File: config.mk
export PLATFORM = sky130hd
export DESIGN_NAME = ag_temp_out_flat
export DESIGN_NICKNAME = d
export VERILOG_FILES = /design/src/rtl/temp_buf_pkg.sv /design/src/rtl/ag_temp_out_if.sv /design/src/rtl/temp_out_fifo.sv /design/src/rtl/ag_temp_out.sv /design/src/flat_wrapper.sv
export SDC_FILE = /design/constraint.sdc
export NUM_CORES = 1
export LEC_CHECK = 0
export CAP_MARGIN = 15
export CORE_ASPECT_RATIO = 0.9
export CORE_MARGIN = 2
export CORE_UTILIZATION = 30
export DETAILED_ROUTE_END_ITERATION = 16
export GPL_ROUTABILITY_DRIVEN = 0
export GPL_TIMING_DRIVEN = 0
export HOLD_SLACK_MARGIN = 0.12
export SLEW_MARGIN = 20
export SYNTH_ARGS = -nofsm -noshare
export SYNTH_HDL_FRONTEND = slang
export SYNTH_SLANG_ARGS = --single-unit
File: constraint.sdc
create_clock -name sys_clk -period 9.95 [get_ports sys_clk]
set_clock_uncertainty 0.2 [all_clocks]
set_input_delay 0.995 -clock sys_clk [delete_from_list [all_inputs] [get_ports sys_clk]]
set_output_delay 0.995 -clock sys_clk [all_outputs]
set_load 0.05 [all_outputs]
File: src/rtl/temp_buf_pkg.sv
// Shared definitions for the systolic array temp buffer address generators.
// Used by both the write-side and the read-side (ag_temp_out) generators.
//   FEATURE_BITS : default bits per tile dimension
//   ADDR_W       : temp buffer address width, {row, col}
//   agto_state_t : read-side generator FSM states
package temp_buf_pkg;

  localparam int unsigned FEATURE_BITS = 4;
  localparam int unsigned ADDR_W       = 2 * FEATURE_BITS;

  typedef enum logic [1:0] {
    IDLE,
    ISSUE,
    DRAIN,
    DONE
  } agto_state_t;

endpackage

File: src/rtl/ag_temp_out_if.sv
// Bus bundle between ag_temp_out, the temp buffer read port and the downstream consumer.
//   rd_en/rd_addr : read strobe and {row, col} address toward the temp buffer
//   rd_data       : buffer read data, returned a fixed latency after rd_en
//   out_valid/out_ready/out_data/out_last : valid/ready stream toward the consumer
// master = address generator side, slave = buffer + consumer side.
interface ag_temp_out_if #(
  parameter int unsigned ADDR_W = temp_buf_pkg::ADDR_W,
  parameter int unsigned DATA_W = 16
);

  logic              rd_en;
  logic [ADDR_W-1:0] rd_addr;
  logic [DATA_W-1:0] rd_data;
  logic              out_valid;
  logic              out_ready;
  logic [DATA_W-1:0] out_data;
  logic              out_last;

  modport master (
    output rd_en,
    output rd_addr,
    input  rd_data,
    output out_valid,
    input  out_ready,
    output out_data,
    output out_last
  );

  modport slave (
    input  rd_en,
    input  rd_addr,
    output rd_data,
    input  out_valid,
    output out_ready,
    input  out_data,
    input  out_last
  );

endinterface

File: src/rtl/temp_out_fifo.sv
// Synchronous show-ahead FIFO for words returned from the temp buffer.
//   sys_clk, reset : clock, synchronous active-high reset
//   push/push_data : write side
//   pop/pop_data   : read side; pop_data is the head, valid whenever !empty
//   full/empty     : status
//   count          : current occupancy
// Pushing while full is a protocol error caught by an assertion; the word is dropped.
module temp_out_fifo #(
  parameter int unsigned WIDTH = 17,
  parameter int unsigned DEPTH = 3,
  localparam int unsigned CntW = $clog2(DEPTH + 1)
) (
  input  logic             sys_clk,
  input  logic             reset,
  input  logic             push,
  input  logic [WIDTH-1:0] push_data,
  input  logic             pop,
  output logic [WIDTH-1:0] pop_data,
  output logic             full,
  output logic             empty,
  output logic [CntW-1:0]  count
);

  localparam int unsigned PtrW = (DEPTH > 1) ? $clog2(DEPTH) : 1;
  localparam logic [PtrW-1:0] LastPtr = PtrW'(DEPTH - 1);

  logic [WIDTH-1:0] mem_q [DEPTH];
  logic [PtrW-1:0]  wr_ptr_q, rd_ptr_q;
  logic [CntW-1:0]  count_q;
  logic             do_push, do_pop;

  assign full    = (count_q == CntW'(DEPTH));
  assign empty   = (count_q == '0);
  assign do_push = push & ~full;
  assign do_pop  = pop & ~empty;

  always_ff @(posedge sys_clk) begin
    if (reset) begin
      wr_ptr_q <= '0;
      rd_ptr_q <= '0;
      count_q  <= '0;
    end else begin
      if (do_push) wr_ptr_q <= (wr_ptr_q == LastPtr) ? '0 : wr_ptr_q + 1'b1;
      if (do_pop)  rd_ptr_q <= (rd_ptr_q == LastPtr) ? '0 : rd_ptr_q + 1'b1;
      count_q <= count_q + CntW'(do_push) - CntW'(do_pop);
    end
  end

  // Storage is not reset; the pointers and count define what is valid.
  always_ff @(posedge sys_clk) begin
    if (do_push) mem_q[wr_ptr_q] <= push_data;
  end

  assign pop_data = mem_q[rd_ptr_q];
  assign count    = count_q;

  push_when_full_a: assert property (@(posedge sys_clk) disable iff (reset) !(push && full));

endmodule

File: src/rtl/ag_temp_out.sv
// Read-side address generator for the systolic array temp buffer.
// Drains a rows x cols tile: issues rd_en/rd_addr, absorbs the fixed buffer read latency
// with a tag shift register and returns words to the consumer through a small FIFO with
// full valid/ready backpressure.
//   sys_clk, reset           : clock, synchronous active-high reset
//   start                    : begin a drain (honoured in IDLE only)
//   cfg_rows_m1, cfg_cols_m1 : tile size minus one, latched at accepted start
//   cfg_transpose            : column-major traversal (only with TEMP_OUT_TRANSPOSE_EN)
//   busy, done               : run status; done pulses one cycle after the final beat
//   bus                      : read port and output stream (ag_temp_out_if.master)
// Build option: define TEMP_OUT_TRANSPOSE_EN to add the cfg_transpose port.
module ag_temp_out #(
  parameter int unsigned FEATURE_BITS = temp_buf_pkg::FEATURE_BITS,
  parameter int unsigned DATA_W       = 16,
  parameter int unsigned RD_LAT       = 1
) (
  input  logic                    sys_clk,
  input  logic                    reset,
  input  logic                    start,
  input  logic [FEATURE_BITS-1:0] cfg_rows_m1,
  input  logic [FEATURE_BITS-1:0] cfg_cols_m1,
`ifdef TEMP_OUT_TRANSPOSE_EN
  input  logic                    cfg_transpose,
`endif
  output logic                    busy,
  output logic                    done,
  ag_temp_out_if.master           bus
);

  import temp_buf_pkg::*;

  localparam int unsigned FIFO_DEPTH = RD_LAT + 2;
  localparam int unsigned CntW       = $clog2(FIFO_DEPTH + 1);
  localparam int unsigned ElemW      = 2 * FEATURE_BITS + 1;

  agto_state_t             state_q, state_d;
  logic [FEATURE_BITS-1:0] rows_q, cols_q;
  logic [FEATURE_BITS-1:0] row_q, row_d, col_q, col_d;
  logic [RD_LAT-1:0]       tag_q, tag_d;
  logic [ElemW-1:0]        push_cnt_q;
  logic [ElemW-1:0]        rows_n, cols_n, total_m1;
  logic [CntW-1:0]         inflight, fifo_count;
  logic                    fifo_full, fifo_empty;
  logic [DATA_W:0]         fifo_head;
  logic                    accept, credit, rd_en, push, pop;
  logic                    row_last, col_last, col_major;

`ifdef TEMP_OUT_TRANSPOSE_EN
  logic transpose_q;
  assign col_major = transpose_q;
`else
  assign col_major = 1'b0;
`endif

  assign accept   = (state_q == IDLE) & start;
  assign row_last = (row_q == rows_q);
  assign col_last = (col_q == cols_q);

  // Words already requested but not yet landed in the FIFO.
  always_comb begin
    inflight = '0;
    for (int i = 0; i < RD_LAT; i++) inflight = inflight + CntW'(tag_q[i]);
  end

  // Only reserve space against current occupancy; a pop this cycle frees space next cycle.
  // fifo_full is implied by the sum check and only kept as a safety net.
  assign credit = ~fifo_full &&
                  (({1'b0, inflight} + {1'b0, fifo_count}) < (CntW + 1)'(FIFO_DEPTH));
  assign rd_en  = (state_q == ISSUE) & credit;

  if (RD_LAT == 1) begin : g_tag_one
    assign tag_d = rd_en;
  end else begin : g_tag_many
    assign tag_d = {tag_q[RD_LAT-2:0], rd_en};
  end

  assign push = tag_q[RD_LAT-1];
  assign pop  = bus.out_valid & bus.out_ready;

  // Last element is identified by count of returned words, independent of traversal order.
  assign rows_n   = ElemW'(rows_q) + ElemW'(1);
  assign cols_n   = ElemW'(cols_q) + ElemW'(1);
  assign total_m1 = ElemW'(rows_n * cols_n) - ElemW'(1);

  always_comb begin
    state_d = state_q;
    row_d   = row_q;
    col_d   = col_q;
    busy    = 1'b0;
    done    = 1'b0;
    unique case (state_q)
      IDLE: begin
        if (start) begin
          state_d = ISSUE;
          row_d   = '0;
          col_d   = '0;
        end
      end
      ISSUE: begin
        busy = 1'b1;
        if (rd_en) begin
          if (row_last && col_last) begin
            state_d = DRAIN;
          end else if (!col_major) begin
            if (col_last) begin
              col_d = '0;
              row_d = row_q + 1'b1;
            end else begin
              col_d = col_q + 1'b1;
            end
          end else begin
            if (row_last) begin
              row_d = '0;
              col_d = col_q + 1'b1;
            end else begin
              row_d = row_q + 1'b1;
            end
          end
        end
      end
      DRAIN: begin
        busy = 1'b1;
        if (pop && fifo_head[DATA_W]) state_d = DONE;
      end
      DONE: begin
        done    = 1'b1;
        state_d = IDLE;
      end
      default: state_d = IDLE;
    endcase
  end

  always_ff @(posedge sys_clk) begin
    if (reset) begin
      state_q    <= IDLE;
      rows_q     <= '0;
      cols_q     <= '0;
      row_q      <= '0;
      col_q      <= '0;
      tag_q      <= '0;
      push_cnt_q <= '0;
`ifdef TEMP_OUT_TRANSPOSE_EN
      transpose_q <= 1'b0;
`endif
    end else begin
      state_q <= state_d;
      row_q   <= row_d;
      col_q   <= col_d;
      tag_q   <= tag_d;
      if (accept) begin
        rows_q     <= cfg_rows_m1;
        cols_q     <= cfg_cols_m1;
        push_cnt_q <= '0;
`ifdef TEMP_OUT_TRANSPOSE_EN
        transpose_q <= cfg_transpose;
`endif
      end else if (push) begin
        push_cnt_q <= push_cnt_q + 1'b1;
      end
    end
  end

  temp_out_fifo #(
    .WIDTH (DATA_W + 1),
    .DEPTH (FIFO_DEPTH)
  ) u_fifo (
    .sys_clk   (sys_clk),
    .reset     (reset),
    .push      (push),
    .push_data ({push_cnt_q == total_m1, bus.rd_data}),
    .pop       (pop),
    .pop_data  (fifo_head),
    .full      (fifo_full),
    .empty     (fifo_empty),
    .count     (fifo_count)
  );

  // Outputs are forced to zero when idle so stale FIFO storage never shows.
  assign bus.rd_en     = rd_en;
  assign bus.rd_addr   = rd_en ? {row_q, col_q} : '0;
  assign bus.out_valid = ~fifo_empty;
  assign bus.out_data  = fifo_empty ? '0 : fifo_head[DATA_W-1:0];
  assign bus.out_last  = ~fifo_empty & fifo_head[DATA_W];

endmodule

File: src/flat_wrapper.sv
// flat-port wrapper written by rule: the top's interface ports become plain ports
module ag_temp_out_flat import temp_buf_pkg::*;
#(
  parameter int unsigned FEATURE_BITS = temp_buf_pkg::FEATURE_BITS,
  parameter int unsigned DATA_W       = 16,
  parameter int unsigned RD_LAT       = 1
)
  (sys_clk, reset, start, cfg_rows_m1, cfg_cols_m1, busy, done, bus_rd_en, bus_rd_addr, bus_rd_data, bus_out_valid, bus_out_ready, bus_out_data, bus_out_last);
  ag_temp_out_if #(.ADDR_W(2 * (4)), .DATA_W(DATA_W)) bus_i ();
  input  logic sys_clk;
  input  logic reset;
  input  logic start;
  input  logic [FEATURE_BITS-1:0] cfg_rows_m1;
  input  logic [FEATURE_BITS-1:0] cfg_cols_m1;
  output logic busy;
  output logic done;
  output wire logic [$bits(bus_i.rd_en)-1:0] bus_rd_en;
  output wire logic [$bits(bus_i.rd_addr)-1:0] bus_rd_addr;
  input wire logic [$bits(bus_i.rd_data)-1:0] bus_rd_data;
  output wire logic [$bits(bus_i.out_valid)-1:0] bus_out_valid;
  input wire logic [$bits(bus_i.out_ready)-1:0] bus_out_ready;
  output wire logic [$bits(bus_i.out_data)-1:0] bus_out_data;
  output wire logic [$bits(bus_i.out_last)-1:0] bus_out_last;
  assign bus_rd_en = bus_i.rd_en;
  assign bus_rd_addr = bus_i.rd_addr;
  assign bus_i.rd_data = bus_rd_data;
  assign bus_out_valid = bus_i.out_valid;
  assign bus_i.out_ready = bus_out_ready;
  assign bus_out_data = bus_i.out_data;
  assign bus_out_last = bus_i.out_last;
  ag_temp_out #(.FEATURE_BITS(FEATURE_BITS), .DATA_W(DATA_W), .RD_LAT(RD_LAT)) u_core (.sys_clk(sys_clk), .reset(reset), .start(start), .cfg_rows_m1(cfg_rows_m1), .cfg_cols_m1(cfg_cols_m1), .busy(busy), .done(done), .bus(bus_i));
endmodule
* Yosys cells after proc, flatten, opt, wreduce, memory -nomap -nowiden
Memories as Yosys holds them, arrays and structs flattened. A register that Yosys moved wholly into a read port is not among the register bits.
Cells that the tools add are included.
** Cells by class
- Bitwise logic cells :: 8
- $mul :: 1
- Reduce and logical (&&, ||, !) cells :: 11
- Magnitude comparators :: 1
- Equality and inequality tests :: 15
- Multiplexer cells :: 24
- Add/sub/neg operators :: 11
** Operators with widths (count)
- $mux W4 :: 7
- $mux W16 :: 1
- $mux W2 :: 8
- $pmux W4 S2 :: 2
- $add A4 B1 Y5 const B :: 2
- $eq A2 B2 Y1 const B :: 5
- $add A9 B1 Y9 const B :: 1
- $eq A9 B9 Y1 :: 1
- $mul A9 B9 Y9 :: 1
- $sub A9 B1 Y9 const B :: 1
- $add A4 B1 Y4 const B :: 2
- $eq A4 B4 Y1 :: 2
- $mux W8 :: 1
- $pmux W2 S4 :: 1
- $reduce_and A4 Y1 :: 2
- $and A1 B1 Y1 :: 6
- $ne A2 B1 Y1 const B :: 3
- $ne A2 B2 Y1 const B :: 3
- $reduce_and A5 Y1 :: 1
- $add A2 B1 Y2 const B :: 2
- $logic_not A2 Y1 :: 2
- $mux W1 :: 4
- $reduce_or A2 Y1 :: 2
- $add A1 B2 Y3 :: 1
- other kinds (7) :: 10
** Word-level totals
- Logic and storage cells :: 82
- Register bits after elaboration :: 34
- Memories :: 1
- Bits in writable memories :: 51
** Memory list
- u_core.u_fifo.mem_q :: words 3, width 17, read ports 1, clocked after Yosys merged registers in 1, wr ports 1, line temp_out_fifo.sv:27 : logic [WIDTH-1:0] mem_q [DEPTH];

* Longest topological paths before layout
Gate-level depths: netlist of run 1.
- Word-level depth :: 6
- Depth in mapped cells :: 16
- Mapped depth without buffers :: 15

* By module
Synthesis of run 1 repeated with hierarchy kept, for this count alone.
** Unflattened totals
- Cell total of the unflattened synthesis :: 445
- Area, all modules :: 4828.4 sq um
** By module, submodules not included
- ag_temp_out :: instances 1, cells an instance 303, area each 2556.2 sq um, sequential area each 560.5 sq um
- temp_out_fifo :: instances 1, cells an instance 142, area each 2272.2 sq um, sequential area each 1691.6 sq um

* Worst setup path before layout of run 1
OpenSTA, ideal clock, no wires.
- Path kind :: register to register
- Start point :: register u_core.rows_q[1]
- End point :: memory u_core.u_fifo.mem_q[0][16], data pin
- Arrival time :: 3952 ps
- Clock period less this slack :: 4353 ps
- Setup time :: 200 ps
- Slack :: 5597 ps
- Buffers on the path :: 0
- Stages on the path, launching flop included :: 14
- Cell sequence :: dfxtp_1 > ha_1 > nand3_1 > or2_2 > fa_1 > fa_1 > fa_1 > inv_1 > ha_1 > nor2b_1 > o21ai_0 > a21oi_1 > or3_1 > a211oi_1
** On the way
- Cells in the longest elaborated chain, start to end :: 4
** RTL lines
- start, declared :: line ag_temp_out.sv:37 : logic [FEATURE_BITS-1:0] rows_q, cols_q;
- start signal, assigned :: line ag_temp_out.sv:151 : rows_q <= cfg_rows_m1;
- $add A4 B1 Y5 :: line ag_temp_out.sv:81 : assign rows_n = ElemW'(rows_q) + ElemW'(1);
- $mul A9 B9 Y9 :: line ag_temp_out.sv:83 : assign total_m1 = ElemW'(rows_n * cols_n) - ElemW'(1);
- $sub A9 B1 Y9 :: line ag_temp_out.sv:83
- $eq A9 B9 Y1 :: line ag_temp_out.sv:170 : .push_data ({push_cnt_q == total_m1, bus.rd_data}),
- net u_core.u_fifo.push_data[16] :: line temp_out_fifo.sv:16 : input logic [WIDTH-1:0] push_data,
- end, declared :: line temp_out_fifo.sv:27
The timed path passes the listed nets, and every way through them passes these cells.

* Final worst setup path of run 1
- Start point :: register u_core.rows_q[1]
- End point :: memory u_core.u_fifo.mem_q[1][16], data pin
Same word-level chain as after synthesis.

==> results of run 1 <==
-- through the flow --
step | hold slack, ns | instances
2_1_floorplan | 0.2586 | 453
3_3_place_gp | 0.2635 | 711
6_report | 0.3158 | 731
3_5_place_dp | 0.3038 | 715
4_1_cts | 0.3157 | 731
5_1_grt | 0.3364 | 731
-- synth_stat cells --
library cell / count / area share (%)
nand4_1: 7 / 0.93
o31ai_1: 1 / 0.16
dfxtp_1: 36 / 15
or4b_1: 1 / 0.21
fa_1: 12 / 5.1
a21oi_1: 35 / 3.7
a22o_1: 2 / 0.37
o21ai_0: 9 / 0.96
nand2_1: 40 / 3.2
nor2b_1: 6 / 0.80
buf_2: 2 / 0.21
or3_1: 1 / 0.13
nor3b_1: 2 / 0.32
nand2b_1: 10 / 1.3
a221oi_1: 1 / 0.19
clkbuf_1: 11 / 0.88
o211ai_1: 2 / 0.32
o22ai_1: 1 / 0.13
nand4b_1: 1 / 0.19
nand3_1: 8 / 0.85
a21o_1: 3 / 0.48
or2_2: 1 / 0.13
a2111oi_0: 2 / 0.37
xnor2_1: 22 / 4.1
a221o_1: 1 / 0.21
and2_1: 4 / 0.53
nor4bb_1: 1 / 0.21
a31o_2: 1 / 0.19
ha_1: 29 / 7.7
inv_1: 31 / 2.5
buf_1: 2 / 0.16
nor3_1: 7 / 0.75
xor2_1: 14 / 2.6
mux2_2: 1 / 0.24
a31oi_1: 1 / 0.13
a22oi_1: 1 / 0.16
mux2i_1: 24 / 5.1
nor2_1: 54 / 4.3
and4_1: 1 / 0.19
edfxtp_1: 51 / 33
a211oi_1: 3 / 0.48
and3_1: 11 / 1.5
-- state kept, by name (all words and copies together), names as in the netlist, 4 cells and up, named ones only --
name,flops
u_core.u_fifo.mem_q,51
u_core.push_cnt_q,9
u_core.col_q,4
u_core.cols_q,4
u_core.row_q,4
u_core.rows_q,4
-- report_power, final --
part | switching, W | internal, W
Sequential | 0.0000319 | 0.000422
Clock | 0.000151 | 0.000177
Combinational | 0.000515 | 0.000323
-- worst min-delay path: cells and delay by family (launching register included) --
| family | cells | cell delay [ns] |
|---|---|---|
| compound gates | 1 | 0.06 |
| flops | 1 | 0.34 |
| simple gates | 1 | 0.07 |
-- per-layer routing --
layer / global-route usage, % / vias to the layer above / share of wire (%)
li1: - / 1708 / -
met1: 16.56 / 1637 / 48
met2: 22.19 / 67 / 48
met3: 2.726 / 9 / 3.5
met4: 2.734 / 0 / 0.95
met5: 0 / - / 0
-- path summary, 6_finish.rpt --
path                        startpoint                    endpoint  slack [ns]  cells after the start
min          u_core.u_fifo.wr_ptr_q[1]   u_core.u_fifo.wr_ptr_q[1]        0.32                      2
max                   u_core.rows_q[1]  u_core.u_fifo.mem_q[1][16]        5.18                     13
min reg2reg  u_core.u_fifo.wr_ptr_q[1]   u_core.u_fifo.wr_ptr_q[1]        0.32                      2
max reg2reg           u_core.rows_q[1]  u_core.u_fifo.mem_q[1][16]        5.18                     13
-- final cells by class --
class                           count  area [um^2]
Buffer                             15        58.81
Clock buffer                        9        225.2
Clock inverter                      7        70.07
Fill cell                        1526         9537
Inverter                           31        116.4
Multi-Input combinational cell    320         2281
Sequential cell                    87         2252
Tap cell                          202        252.7
Timing Repair Buffer               60        594.3
-- logic make-up after synthesis --
logic type      Yosys count  synth area share, %
compound gates           63                7.883
flops                    87                47.94
buf+inv                  46                3.728
simple gates            155                15.55
fa+ha+maj                41                12.84
xor+xnor                 36                6.711
mux                      25                5.353
==> impl_results.md, run 1 <==
* Status: completed
* DP Worst Slack at 5.172 ns
* Avg WL per Cell at 13.93 um
* Clock buffer depth at 2
* Distinct cells, synth at between 40 and 50
* Family with the most delay on the worst path: adder cells
* Post-Place Cell Area at around 0.0056 mm^2
* Req. time, crit path at around 9.9 ns
* Worst-Margin Slew at 0.9203 ns
* I/O pin count at 57
* Cts hold-fix bufs at 0
* Max_cap viols at 0
* Clk_lat worst skew at ~0.34 ns
* Critical Path AT at around 4.7 ns
* CP Class: register to register
* Largest net degree at the start of global routing at 19
* CTS tree: built
* Hold Path Class: register to register
* Minimum clock period at about 4.8 ns
* Most used cell, CP: fa_1
* Final max-slew violation count at 0
* Cells after synthesis at between 400 and 500
* FMAX at about 0.21 GHz
* Final Hold Fails at 0
* Cell Pwr Density at 277.0 mW/mm^2
* Final Setup Violations at 0
* CTS Sinks at between 80 and 90
* Die area at between 0.015 and 0.02 mm^2
* Syn nets at ~520
* DRC errors left at 0
* Leak at approximately 2.2 nW
* Fin crit share at a little under half
* Postcts setup bufs at 0
* Area growth, synth to finish at 24.53%
* Peak supply drop at approximately 0.17 mV
* CP peak stage delay at approximately 0.54 ns
* Setup crit end kind: register
* CTS resizes at 0
* CP Launch Type: register
* Final HPWL DP at 7593 um
* Avg Vias per Cell at about 4.7
* TritonCTS buffer count at 9
* Sequential share of the synthesized area at a little under half
* Crit-path max FO at 5
* Layout cells sized above 1 at just over 5%
* Commonest non-fill, non-tap cell in the layout: clkdlybuf4s50_1
* Row count at 43
* Vias at 3421
* Setup tns final at 0 ns
* 1st-pass router iterations at 4
* Detail Route Antenna Nets at 0
* Final core occ at approximately two fifths
* Final nets at around 590
* GRT overflow at 0
* Syn Std Cell Area at between 0.004 and 0.005 mm^2
* Clock slew at reported path FFs at ~0.070 ns
* Clock root cell: clkbuf_16
* Setup WS post-layout at approximately 5.2 ns
* Initial antenna violation count at 0
* Final Total Pwr at roughly 0.0016 W
* DRT Wirelength at 10180 um
* CP max stage cell: fa_1
* Cell-by-cell trace of the critical path: ha_1 -> nand3_1 -> or2_2 -> fa_1 -> fa_1 -> fa_1 -> inv_1 -> ha_1 -> nor2b_1 -> o21ai_0 -> a21oi_1 -> or3_1 -> a211oi_1
* Initial core utilization at 30.53%
* Die height at ~120 um
* First-pass GRT wire length at approximately 17000 um
* Die Width at roughly 140 um
* PortBufs at between 50 and 60
* Max-slew headroom at between 30% and 40%
* Antenna cells at 0
* Post-route cell area at 0.005851 mm^2
* GRT Total Usage at roughly 13%
* Initial drt markers at approximately 160
* Most frequent cells in the layout: 56 x clkdlybuf4s50_1, 54 x nor2_1, 51 x edfxtp_1
* Vias in the first global route at about 3500
* Buf+Inv Stages, Crit Path at 1
* H-tree Lvls at 3
* Yosys reg bits at 87
* RSZ-0062 raised after global routing: false
* Syn Area/Cell at roughly 10 um^2
* Placeable Area at approximately 0.015 mm^2
* Synth warn at 0
(Power assumes the default switching activity.)
==> run 2, diff against run 1 <==
==> constraint.sdc (replaced) <==
create_clock -name sys_clk -period 4.9 [get_ports sys_clk]
set_clock_uncertainty 0.2 [all_clocks]
set_input_delay 0.49 -clock sys_clk [delete_from_list [all_inputs] [get_ports sys_clk]]
set_output_delay 0.49 -clock sys_clk [all_outputs]
set_load 0.05 [all_outputs]
==> impl_results.md, run 2 (synthesis results as in run 1) <==
* Status: completed
* R2r startpoint: u_core.rows_q[1]
* Initial core utilization at 30.53% (unchanged)
* Clk_lat worst skew at 0.34 ns (about the same)
* FMAX at 0.2170 GHz (+3.6%)
* Fillers at 1525 (-0.066%)
* Detail Route Antenna Nets at 0 (unchanged)
* Peak supply drop at 0.3516 mV (+100%)
* Cell Pwr Density at 563.4 mW/mm^2 (+100%)
* Initial antenna violation count at 0 (unchanged)
* Area growth, synth to finish at 24.79%
* Hold Slack at 0.3137 ns (-0.002136 ns)
* Setup crit end kind: register
* Vias in the first global route at 3505 (unchanged)
* Leak at 2.189 nW (+0.41%)
* Final Total Pwr at 0.003303 W (+100%)
* 1st-pass router iterations at 4 (unchanged)
* Clock buffer depth at 2 (unchanged)
* Setup tns final at 0 ns (unchanged)
* Final HPWL DP at 7593 um (unchanged)
* Antenna cells at 0 (unchanged)
* R2R setup slack at 0.29 ns (-4.88 ns)
* Die height at 122.7 um (unchanged)
* Largest net degree at the start of global routing at 19 (unchanged)
* DRC errors left at 0 (unchanged)
* Biggest regs: u_core.u_fifo.mem_q x51, u_core.push_cnt_q x9
* Cts hold-fix bufs at 0 (unchanged)
* Die area at 0.01668 mm^2 (unchanged)
* CTS tree: built
* Die Width at 135.9 um (unchanged)
* Crit path from: u_core.rows_q[1]
* Row count at 43 (unchanged)
* Critical Path AT at 4.55 ns (-0.13 ns)
* CP Class: register to register
* Minimum clock period at 4.607 ns (-0.1672 ns)
* Commonest non-fill, non-tap cell in the layout: clkdlybuf4s50_1
* Clock slew at reported path FFs at 0.07 ns (about the same)
* Min-delay src: u_core.u_fifo.wr_ptr_q[1]
* Max_cap viols at 0 (unchanged)
* Post-Place Cell Area at 0.005555 mm^2 (unchanged)
* Max FFs per register at 51 (unchanged)
* CTS Sinks at 87 (unchanged)
* Max-slew headroom at 39.80% (+1.4 points)
* Biggest register: u_core.u_fifo.mem_q
* CP Launch Type: register
* Crit-path max FO at 5 (unchanged)
* DRT Wirelength at 10230 um (+0.43%)
* Placeable Area at 0.01539 mm^2 (unchanged)
* PortBufs at 56 (unchanged)
* Final Setup Violations at 0 (unchanged)
* Req. time, crit path at 4.84 ns (-5.01 ns)
* Most frequent cells in the layout: 56 x clkdlybuf4s50_1, 54 x nor2_1, 51 x edfxtp_1
* Vias at 3423 (+0.058%)
* Fin crit share at 94.03% (+46 points)
* Worst-Margin Slew at 0.8997 ns (-0.02067 ns)
* Initial drt markers at 143 (-12%)
* I/O pin count at 57 (unchanged)
* First-pass GRT wire length at 16730 um (unchanged)
* TritonCTS buffer count at 9 (unchanged)
* Hold Path Class: register to register
* Avg WL per Cell at 13.99 um (+0.43%)
* Final max-slew violation count at 0 (unchanged)
* GRT Total Usage at 12.82% (unchanged)
* H-tree Lvls at 3 (unchanged)
* Layout cells sized above 1 at 5.482% (+0.38 points)
* Post-route cell area at 0.005863 mm^2 (+0.21%)
* Final Hold Fails at 0 (unchanged)
* Final nets at 593 (unchanged)
* GRT overflow at 0 (unchanged)
* Avg Vias per Cell at 4.683 (about the same)
* Clock root cell: clkbuf_16
==> run 2: cell count changes in the layout (fill, tap and decap cells not counted) <==
cell      change
a211oi_1      -1
xnor2_2       +1
xnor2_1       -1
o21ai_0       -1
o21ai_1       +1
a211oi_2      +1
==> run 2: final timing paths <==
kind	endpoint	cells past startpoint
setup / recovery	u_core.u_fifo.mem_q[1][16]	13
setup reg to reg	u_core.u_fifo.mem_q[1][16]	13
hold reg to reg	u_core.u_fifo.wr_ptr_q[1]	2
hold / removal	u_core.u_fifo.wr_ptr_q[1]	2
==> run 2: layer usage <==
metal	vias up	track usage [%]	part of all wire [%]
met5	-	0	0
li1	1706	-	-
met1	1638	16.56	48
met3	9	2.726	3.8
met4	0	2.734	0.93
met2	70	22.19	48
==> run 2: timing repair <==
action / CTS / global route
gates resized for setup: 0 / 3
endpoints found under the setup margin: 0 / 3
buffers inserted: 0 / 0
==> run 2: per-stage QoR <==
step / std cells / util (%) / setup WS (ns)
after floorplan: 453 / - / 0.5475
after global placement: 711 / 35.82 / 0.1830
after detailed placement: 715 / 36.10 / 0.1215
after CTS: 731 / 38.02 / 0.07460
after global routing: 731 / 38.10 / -0.004153
final: 731 / 38.10 / 0.2927
==> run 2: final cells by class <==
cell class	instances	area [um^2]	area share, %
Multi-Input combinational cell	320	2293	39.12
Inverter	31	116.4	1.985
Timing Repair Buffer	60	594.3	10.14
Buffer	15	58.81	1.003
Clock inverter	7	70.07	1.195
Sequential cell	87	2252	38.41
Clock buffer	9	225.2	3.841
Tap cell	202	252.7	4.311
==> run 2: power breakdown <==
group | switching, W | internal (W)
Clock | 0.000309 | 0.000360
Sequential | 0.0000656 | 0.000857
Combinational | 0.00105 | 0.000660
==> run 2: critical path, stage by stage (launching register included) <==
cell	delay, ns
dfxtp_1	0.40
ha_1	0.21
nand3_1	0.17
or2_2	0.34
fa_1	0.51
fa_1	0.52
fa_1	0.54
inv_1	0.04
ha_1	0.32
nor2b_1	0.14
o21ai_1	0.19
a21oi_1	0.11
or3_1	0.37
a211oi_2	0.33
==> run 3, diff against run 2 <==
--- a/config.mk
+++ b/config.mk
@@ -5,10 +5,11 @@
 export SDC_FILE = /design/constraint.sdc
 export NUM_CORES = 1
 export LEC_CHECK = 0
-export CAP_MARGIN = 15
+export CAP_MARGIN = 10
 export CORE_ASPECT_RATIO = 0.9
 export CORE_MARGIN = 2
 export CORE_UTILIZATION = 30
+export CTS_BUF_LIST = sky130_fd_sc_hd__clkbuf_4 sky130_fd_sc_hd__clkbuf_8
 export DETAILED_ROUTE_END_ITERATION = 16
 export GPL_ROUTABILITY_DRIVEN = 0
 export GPL_TIMING_DRIVEN = 0
==> impl_results.md, run 3 (synthesis results as in run 1) <==
* Status: completed
* Max-slew headroom at 39.02% (-0.78 points)
* Final Total Pwr at 0.003126 W (-5.4%)
* Clock slew at reported path FFs at 0.10 ns (+0.03 ns)
* Switch Pwr at 0.001407 W (-1.3%)
* Avg Vias per Cell at 4.679 (about the same)
* Hold Path Class: register to register
* Int Pwr at 0.001718 W (-8.4%)
* Final Setup Violations at 0 (unchanged)
* GRT Total Usage at 12.81% (about the same)
* Die Width at 135.9 um (unchanged)
* Critical Path AT at 4.58 ns (+0.03 ns)
* Clock buffer depth at 2 (unchanged)
* Cts hold-fix bufs at 0 (unchanged)
* Die area at 0.01668 mm^2 (unchanged)
* Minimum clock period at 4.624 ns (+0.01638 ns)
* GRT overflow at 0 (unchanged)
* CTS tree: built
* Final max-slew violation count at 0 (unchanged)
* Initial core utilization at 30.53% (unchanged)
* FMAX at 0.2163 GHz (-0.35%)
* Initial drt markers at 119 (-17%)
* Part of the power in the clock network at 15.6% (-4.7 points)
* Uppermost routed layer: met4
* Cell Count, Final, Fillers Out at 731 (unchanged)
* DP Worst Slack at 0.1215 ns (unchanged)
* H-tree Lvls at 3 (unchanged)
* Switching share of total power at 45.03% (+1.9 points)
* TritonCTS buffer count at 9 (unchanged)
* Post-Place Cell Area at 0.005555 mm^2 (unchanged)
* Most frequent cells in the layout: 56 x clkdlybuf4s50_1, 54 x nor2_1, 51 x edfxtp_1
* Final HPWL DP at 7593 um (unchanged)
* Placeable Area at 0.01539 mm^2 (unchanged)
* Req. time, crit path at 4.86 ns (+0.02 ns)
* Setup WS post-layout at 0.2763 ns (-0.01638 ns)
* Largest net degree at the start of global routing at 19 (unchanged)
* Worst-Margin Slew at 0.9113 ns (+0.01164 ns)
* Row count at 43 (unchanged)
* Leak at 2.142 nW (-2.1%)
* Power share of the sequential group at 29.5% (+1.6 points)
* Post-route cell area at 0.005762 mm^2 (-1.7%)
* Max_cap viols at 0 (unchanged)
* Hold Slack at 0.3157 ns (+0.002025 ns)
* Final Hold Fails at 0 (unchanged)
* Layout cells sized above 1 at 5.482% (unchanged)
* 1st-pass router iterations at 4 (unchanged)
* Commonest non-fill, non-tap cell in the layout: clkdlybuf4s50_1
* Postcts setup bufs at 0 (unchanged)
* DRT Wirelength at 10200 um (-0.25%)
* First-pass GRT wire length at 16670 um (-0.33%)
* Vias in the first global route at 3508 (+0.086%)
* Clock root cell: clkbuf_8
* Setup crit end kind: register
* Max FFs per register at 51 (unchanged)
* Placed Cells at 715 (unchanged)
* Area growth, synth to finish at 22.64%
* I/O pin count at 57 (unchanged)
* Clk_lat worst skew at 0.36 ns (+0.02 ns)
* Fin crit share at 94.36% (+0.33 points)
* Cell Pwr Density at 542.5 mW/mm^2 (-3.7%)
* Biggest register: u_core.u_fifo.mem_q
* PortBufs at 56 (unchanged)
* Biggest regs: u_core.u_fifo.mem_q x51, u_core.push_cnt_q x9
* CP Launch Type: register
* Combinational share of power at 54.9% (+3.1 points)
* M1 WL at 4779 um (-1.9%)
* Met3 WL at 444 um (+14%)
* Crit-path max FO at 5 (unchanged)
* Vias at 3420 (-0.088%)
* Antenna cells at 0 (unchanged)
* CP Class: register to register
* CTS Sinks at 87 (unchanged)
* Final nets at 593 (unchanged)
* Die height at 122.7 um (unchanged)
* Avg WL per Cell at 13.95 um (-0.25%)
* Detail Route Antenna Nets at 0 (unchanged)
* WL met2 at 4899 um (+0.66%)
* DRC errors left at 0 (unchanged)
* Peak supply drop at 0.3511 mV (-0.12%)
* Initial antenna violation count at 0 (unchanged)
[run 3: worst paths after layout]
kind | cells after the start | endpoint | from | slack [ns]
max reg2reg | 13 | u_core.u_fifo.mem_q[1][16] | u_core.rows_q[1] | 0.28
min reg2reg | 2 | u_core.row_q[3] | u_core.row_q[3] | 0.32
max | 13 | u_core.u_fifo.mem_q[1][16] | u_core.rows_q[1] | 0.28
min | 2 | u_core.row_q[3] | u_core.row_q[3] | 0.32
[run 3: power by group through the flow]
stage               combinational [W]  clock [W]  sequential, W
floorplan                     0.00126          0       0.000922
global placement              0.00165          0       0.000934
detailed placement            0.00171          0       0.000939
CTS                           0.00173   0.000503       0.000921
global route                  0.00192   0.000532       0.000935
finish                        0.00172   0.000489       0.000922
[run 3: cell type report]
type / count / area [um^2]
Buffer: 15 / 58.81
Clock buffer: 9 / 123.9
Clock inverter: 7 / 70.07
Fill cell: 1532 / 9625
Inverter: 31 / 116.4
Multi-Input combinational cell: 320 / 2293
Sequential cell: 87 / 2252
Tap cell: 202 / 252.7
Timing Repair Buffer: 60 / 594.3
[run 3: metal layers]
layer / global-route usage [%] / vias to the layer above
met1: 16.46 / 1628
met4: 2.734 / 0
li1: - / 1711
met2: 22.10 / 76
met5: 0 / -
met3: 2.974 / 5
[run 3: per-stage QoR]
stage	util, %	TNS, ns
final	37.45	0
after global routing	37.45	-0.03682
after CTS	37.36	0
after detailed placement	36.10	0
after global placement	35.82	0
after floorplan	-	0
[run 3: timing repair]
item / in CTS / in global routing
endpoints found under the hold margin: 0 / 0
gates resized for setup: 0 / 3
endpoints found under the setup margin: 0 / 3
[run 3: critical path, stage by stage, from the launching register on]
cell,delay (ns)
dfxtp_1,0.41
ha_1,0.21
nand3_1,0.17
or2_2,0.34
fa_1,0.51
fa_1,0.52
fa_1,0.54
inv_1,0.04
ha_1,0.32
nor2b_1,0.14
o21ai_1,0.19
a21oi_1,0.11
or3_1,0.37
a211oi_2,0.34
